==> src/rtl/prbs7_pkg.sv <==
// prbs7_pkg: shared PRBS7 taps, default seed, injection FSM states and word-step helper
package prbs7_pkg;
  localparam int PRBS7_TAP_A = 6;
  localparam int PRBS7_TAP_B = 5;
  localparam logic [6:0] PRBS7_DEFAULT_SEED = 7'h7F;
  typedef enum logic {IDLE, WAIT_REL} inj_state_t;
  function automatic logic [70:0] prbs7_next_word(input logic [6:0] state, input int width);
    logic [6:0] s;
    logic [63:0] w;
    s = state;
    w = '0;
    for (int i = 0; i < 64; i++) begin
      if (i < width) begin
        w[i] = s[PRBS7_TAP_A] ^ s[PRBS7_TAP_B];
        s = {s[5:0], w[i]};
      end
    end
    return {w, s};
  endfunction
endpackage

==> src/rtl/prbs7_word_step.sv <==
// prbs7_word_step: combinational WORDWIDTH-step PRBS7 unroll, bit 0 generated first
module prbs7_word_step import prbs7_pkg::*; #(
  parameter int WORDWIDTH = 32
) (
  input  logic [6:0]           state,
  output logic [WORDWIDTH-1:0] word,
  output logic [6:0]           next_state
);
  logic [6:0] s;
  always_comb begin
    s = state;
    word = '0;
    for (int i = 0; i < WORDWIDTH; i++) begin
      word[i] = s[PRBS7_TAP_A] ^ s[PRBS7_TAP_B];
      s = {s[5:0], word[i]};
    end
    next_state = s;
  end
endmodule

==> src/rtl/prbs7_tx_source.sv <==
// prbs7_tx_source: registered PRBS7 word source with seed load, enable and single-bit error injection
module prbs7_tx_source import prbs7_pkg::*; #(
  parameter int         WORDWIDTH = 32,
  parameter logic [6:0] SEED      = 7'h7F,
  parameter int         INJ_CNT_W = 16
) (
  input  logic                         clk,
  input  logic                         reset,
  input  logic                         en,
  input  logic                         seed_load,
  input  logic [6:0]                   seed,
  input  logic                         inj_req,
  input  logic [$clog2(WORDWIDTH)-1:0] inj_bit,
  output logic                         inj_ack,
  output logic [WORDWIDTH-1:0]         dout,
  output logic                         dout_valid,
  output logic [31:0]                  word_count,
  output logic [INJ_CNT_W-1:0]         inj_count
);
  localparam logic [6:0] INIT_SEED = (SEED == 7'd0) ? PRBS7_DEFAULT_SEED : SEED;
  logic [6:0] state, next_state;
  logic [WORDWIDTH-1:0] word, mask;
  inj_state_t fsm;
  logic emit, inject;
  prbs7_word_step #(.WORDWIDTH(WORDWIDTH)) u_step (
    .state(state),
    .word(word),
    .next_state(next_state)
  );
  assign emit = en & ~seed_load;
  assign inject = emit & inj_req & (fsm == IDLE);
  assign mask = inject ? (WORDWIDTH'(1) << inj_bit) : '0;
  always_ff @(posedge clk or posedge reset) begin
    if (reset) begin
      state <= INIT_SEED;
      dout <= '0;
      dout_valid <= 1'b0;
      inj_ack <= 1'b0;
      word_count <= '0;
      inj_count <= '0;
      fsm <= IDLE;
    end else begin
      dout_valid <= emit;
      inj_ack <= inject;
      if (seed_load) state <= (seed == 7'd0) ? PRBS7_DEFAULT_SEED : seed;
      else if (en) state <= next_state;
      if (emit) begin
        dout <= word ^ mask;
        word_count <= word_count + 32'd1;
      end
      if (inject) begin
        inj_count <= &inj_count ? inj_count : inj_count + 1'b1;
        fsm <= WAIT_REL;
      end else if (fsm == WAIT_REL && !inj_req) fsm <= IDLE;
    end
  end
endmodule

==> config.mk <==
export PLATFORM = sky130hd
export DESIGN_NAME = prbs7_tx_source
export DESIGN_NICKNAME = d
export VERILOG_FILES = /design/src/rtl/prbs7_pkg.sv /design/src/rtl/prbs7_word_step.sv /design/src/rtl/prbs7_tx_source.sv
export SDC_FILE = /design/constraint.sdc
export NUM_CORES = 1
export LEC_CHECK = 0
export ABC_CLOCK_PERIOD_IN_PS = 3200
export BUFFER_PORTS_ARGS = -buffer_cell sky130_fd_sc_hd__buf_2
export CAP_MARGIN = 25
export CELL_PAD_IN_SITES_DETAIL_PLACEMENT = 1
export CELL_PAD_IN_SITES_GLOBAL_PLACEMENT = 2
export CORE_UTILIZATION = 30
export DETAILED_ROUTE_END_ITERATION = 16
export HOLD_SLACK_MARGIN = 0.02
export PLACE_DENSITY_LB_ADDON = 0.15
export SLEW_MARGIN = 20
export SYNTH_ARGS = -nofsm -noshare
export SYNTH_HDL_FRONTEND = slang
export SYNTH_SLANG_ARGS = --single-unit
==> constraint.sdc <==
create_clock -name clk -period 3.2 [get_ports clk]
set_clock_uncertainty 0.2 [all_clocks]
set_input_delay 0.32 -clock clk [delete_from_list [all_inputs] [get_ports clk]]
set_output_delay 0.32 -clock clk [all_outputs]
set_load 0.01 [all_outputs]
==> impl_results.html <==
<table>
<tr><th>Metric</th><th>Value</th></tr>
<tr><th colspan="2">Status</th></tr>
<tr><td>Status</td><td>finished, final reports clean</td></tr>
<tr><th colspan="2">STA</th></tr>
<tr><td>Sum of negative setup slack</td><td>0 ns</td></tr>
<tr><td>Post-Route Hold Slack</td><td>approximately 0.036 ns</td></tr>
<tr><td>Worst-Margin Slew</td><td>0.879 ns</td></tr>
<tr><td>Final worst path period share</td><td>71.6%</td></tr>
<tr><td>Time the worst path needs with I/O delays and setup</td><td>2.29 ns</td></tr>
<tr><td>Timing-limited maximum frequency</td><td>437 MHz</td></tr>
<tr><td>Fin. max-slew vios</td><td>0</td></tr>
<tr><td>Final hold violation count</td><td>0</td></tr>
<tr><td>Number of setup violations in the final report</td><td>0</td></tr>
<tr><td>Headroom to the max-slew limit</td><td>41.0%</td></tr>
<tr><td>RSZ-0062 raised after global routing</td><td>no</td></tr>
<tr><th colspan="2">Worst setup path</th></tr>
<tr><td>Critical Path Fanout Max</td><td>8</td></tr>
<tr><td>Required @ worst endpoint</td><td>3.22 ns</td></tr>
<tr><td>CP startpoint kind</td><td>flop</td></tr>
<tr><td>Type of destination of the critical path</td><td>flop</td></tr>
<tr><td>Worst Path Arrival</td><td>2.31 ns</td></tr>
<tr><td>Critical setup path kind</td><td>flop to flop</td></tr>
<tr><th colspan="2">Floorplanning</th></tr>
<tr><td>Effective utilization at floorplan</td><td>30.8%</td></tr>
<tr><td>Floorplan core area</td><td>between 0.015 and 0.02 mm^2</td></tr>
<tr><td>I/O pin count</td><td>99</td></tr>
<tr><td>Num rows</td><td>between 40 and 50</td></tr>
<tr><td>Die width</td><td>130 um</td></tr>
<tr><td>Die Outline Area</td><td>~0.017 mm^2</td></tr>
<tr><td>Chip Height</td><td>130 um</td></tr>
<tr><th colspan="2">Final layout</th></tr>
<tr><td>Commonest cells after routing, fill and taps aside</td><td>sky130_fd_sc_hd__buf_2 (98), sky130_fd_sc_hd__dfrtp_1 (83), sky130_fd_sc_hd__xnor2_1 (69)</td></tr>
<tr><td>Layout fillers</td><td>1848</td></tr>
<tr><td>Area added between synthesis and finish</td><td>19.5%</td></tr>
<tr><td>Share of layout cells above drive strength 1</td><td>between 20% and 30%</td></tr>
<tr><td>Post-layout nets</td><td>585</td></tr>
<tr><td>Post-layout instance area</td><td>between 0.005 and 0.006 mm^2</td></tr>
<tr><td>Post-layout utilization of the core</td><td>36.8%</td></tr>
<tr><td>Number of antenna cells inserted</td><td>0</td></tr>
<tr><td>Most common cell after layout, fill and taps aside</td><td>sky130_fd_sc_hd__buf_2</td></tr>
<tr><th colspan="2">Drt</th></tr>
<tr><td>Average detailed-routed wire length per instance</td><td>between 15 and 20 um</td></tr>
<tr><td>Per-cell via count in the routed design</td><td>roughly 5</td></tr>
<tr><td>Iteration-0 DRC count of the detailed router</td><td>89</td></tr>
<tr><td>DR vias</td><td>3830</td></tr>
<tr><td>Final WL</td><td>13400 um</td></tr>
<tr><td>Residual DRC</td><td>0</td></tr>
<tr><td>ANT nets after route</td><td>0</td></tr>
<tr><td>First-pass iteration count of the detailed router</td><td>4</td></tr>
<tr><th colspan="2">Clock tree</th></tr>
<tr><td>Total clock sinks</td><td>90</td></tr>
<tr><td>Post-CTS setup buffer count</td><td>0</td></tr>
<tr><td>Clock transition time at the flip-flop clock pins of the worst setup and hold paths</td><td>0.06 ns</td></tr>
<tr><td>Root buffer cell</td><td>sky130_fd_sc_hd__clkbuf_16</td></tr>
<tr><td>Clk buf depth</td><td>2</td></tr>
<tr><td>Latest clock arrival within the worst-skew pair</td><td>0.34 ns</td></tr>
<tr><td>Total clock buffers created by CTS</td><td>9</td></tr>
<tr><td>Depth of the CTS H-tree</td><td>3</td></tr>
<tr><td>Clock tree from TritonCTS</td><td>built</td></tr>
<tr><th colspan="2">Flow run</th></tr>
<tr><td>Number of maximum-capacitance violations</td><td>0</td></tr>
<tr><th colspan="2">Global routing</th></tr>
<tr><td>GRT Overall Usage</td><td>16.9%</td></tr>
<tr><td>Largest net degree at the start of global routing</td><td>47</td></tr>
<tr><td>Number of antenna violations at the first check in global routing</td><td>0</td></tr>
<tr><td>Global-route wire length before repair</td><td>roughly 22000 um</td></tr>
<tr><td>Number of global-route vias before repair</td><td>roughly 4000</td></tr>
<tr><td>Grt ovf</td><td>0</td></tr>
<tr><th colspan="2">Yosys</th></tr>
<tr><td>Post-synthesis async set-or-reset flop share</td><td>100%</td></tr>
<tr><td>Sequential share of the synthesized area</td><td>46.1%</td></tr>
<tr><td>Count of flip-flops with a built-in enable after synthesis</td><td>0</td></tr>
<tr><td>Warnings, synthesis</td><td>0</td></tr>
<tr><td>Mapped Cells</td><td>480</td></tr>
<tr><td>Primary FF master, synth</td><td>sky130_fd_sc_hd__dfrtp_1</td></tr>
<tr><td>Distinct cell type count after synthesis</td><td>55</td></tr>
<tr><td>Post-synthesis instance area</td><td>0.00490 mm^2</td></tr>
<tr><td>Mean instance size in the synthesized netlist</td><td>10.2 um^2</td></tr>
<tr><td>FF+latch count, synth</td><td>90</td></tr>
<tr><td>Number of nets in the synthesized netlist</td><td>499</td></tr>
<tr><th colspan="2">Place</th></tr>
<tr><td>Number of buffer cells added on primary ports</td><td>98</td></tr>
<tr><td>Post-detailed-placement half-perimeter wirelength</td><td>around 10000 um</td></tr>
<tr><td>Gpl congestion</td><td>0.749</td></tr>
<tr><td>Area after detailed placement</td><td>0.00556 mm^2</td></tr>
<tr><th colspan="2">Power</th></tr>
<tr><td>Clock share of power</td><td>around 23%</td></tr>
<tr><td>Sequential Power Share</td><td>40.0%</td></tr>
<tr><td>Combinational Power Share</td><td>37.4%</td></tr>
<tr><td>Highest ir drop seen on vdd</td><td>0.295 mV</td></tr>
<tr><td>Leakage</td><td>2.61 nW</td></tr>
<tr><td>Areal power density over the cells</td><td>737 mW/mm^2</td></tr>
<tr><td>Switching power</td><td>between 1.5 and 2 mW</td></tr>
<tr><td>Switching part of the total</td><td>between 30% and 40%</td></tr>
<tr><td>Design internal power</td><td>between 2 and 3 mW</td></tr>
<tr><th colspan="2">Worst hold path</th></tr>
<tr><td>Path class of the lowest-slack min-delay path</td><td>input port to flop</td></tr>
</table>
cell type report:
| cell class | count | area, um^2 | area share [%] |
|---|---|---|---|
| clock inverters | 1 | 5.00 | 0.0854 |
| clock buffers | 15 | 258 | 4.40 |
| flip-flops and latches | 90 | 2260 | 38.6 |
| repair buffers | 105 | 573 | 9.78 |
| multi-input cells | 351 | 2460 | 42.0 |
| inverters | 9 | 35.0 | 0.598 |
| well taps | 216 | 270 | 4.61 |
state kept, by name, indices dropped and copies added (netlist names):
| signal | count |
|---|---|
| fsm | 1 |
| state | 7 |
| inj_ack | 1 |
| word_count | 32 |
| dout_valid | 1 |
| inj_count | 16 |
| dout | 32 |
per-stage QoR:
step / total power, mW / std cells / worst slack (ns)
2_1_floorplan: 2.80 / 480 / 0.356
3_3_place_gp: 3.36 / 768 / 0.996
3_5_place_dp: 3.40 / 768 / 0.927
4_1_cts: 4.41 / 786 / 0.905
5_1_grt: 4.62 / 787 / 0.825
6_report: 4.32 / 787 / 0.910
cells by family (layout without fill, tap and decap cells):
kind of cell / after synthesis / after routing / share of synthesized area (%)
AOI/OAI and AO/OA: 53 / 53 / 6.43
xor gates and xnor gates: 107 / 107 / 20.8
adders and majority gates: 2 / 2 / 0.510
buffers and inverters: 39 / 130 / 3.78
DFF: 90 / 90 / 46.1
muxes: 2 / 2 / 0.434
and+or+nand+nor: 187 / 187 / 21.9
final timing paths:
kind                       slack, ns            end  cells past startpoint          from
min in group asynchronous       0.23  inj_count[11]                      3         reset
max in group asynchronous       1.71       state[4]                      5         reset
max                             0.91   inj_count[1]                      6  inj_count[0]
min                             0.04       state[2]                      3       seed[2]
min reg2reg                     0.27       dout[22]                      2      dout[22]
max reg2reg                     0.91   inj_count[1]                      6  inj_count[0]
power by group through the flow:
stage / clock (mW) / combinational, mW / sequential (mW)
floorplan: 0 / 1.07 / 1.73
detailed placement: 0 / 1.64 / 1.76
finish: 0.979 / 1.61 / 1.73
CTS: 1.02 / 1.65 / 1.74
global route: 1.06 / 1.78 / 1.78
global placement: 0 / 1.62 / 1.75
cell usage after synthesis (3+ instances only):
library cell	count	area, um^2
sky130_fd_sc_hd__nor3b_1	3	22.5
sky130_fd_sc_hd__xnor2_1	69	604
sky130_fd_sc_hd__buf_2	13	65.1
sky130_fd_sc_hd__nand3_1	24	120
sky130_fd_sc_hd__dfrtp_1	83	2080
sky130_fd_sc_hd__a21oi_1	8	40.0
sky130_fd_sc_hd__nand4_1	26	163
sky130_fd_sc_hd__nor4_2	6	75.1
sky130_fd_sc_hd__nor4_1	9	56.3
sky130_fd_sc_hd__o21ai_1	30	150
sky130_fd_sc_hd__and2_1	7	43.8
sky130_fd_sc_hd__and4_1	5	43.8
sky130_fd_sc_hd__nand2_1	49	184
sky130_fd_sc_hd__nand2b_1	3	18.8
sky130_fd_sc_hd__clkbuf_1	11	41.3
sky130_fd_sc_hd__dfstp_2	7	184
sky130_fd_sc_hd__inv_1	7	26.3
sky130_fd_sc_hd__o22a_1	4	35.0
sky130_fd_sc_hd__xor2_1	31	272
sky130_fd_sc_hd__and3_1	8	50.1
sky130_fd_sc_hd__nor3_1	15	75.1
sky130_fd_sc_hd__nor2_1	15	56.3
repair_timing:
action,CTS,global route
hold endpoints to repair,46,0
resized for setup,0,0
hold buffers,2,0
worst max-delay path, cell delays in order (launching register included):
cell and delay (ns):
sky130_fd_sc_hd__dfrtp_1 0.43, sky130_fd_sc_hd__ha_1 0.19, sky130_fd_sc_hd__nand3_1 0.30, sky130_fd_sc_hd__nor4bb_1 0.42, sky130_fd_sc_hd__buf_4 0.22, sky130_fd_sc_hd__nor2_1 0.07, sky130_fd_sc_hd__mux2_1 0.34
layer usage:
layer	up-vias	wire length [um]	GRT usage, %
met2	72	6240	27.8
met5	-	0	0
li1	1834	-	-
met3	9	440	2.30
met4	0	153	5.54
met1	1915	6530	22.8
(Power assumes the default switching activity.)
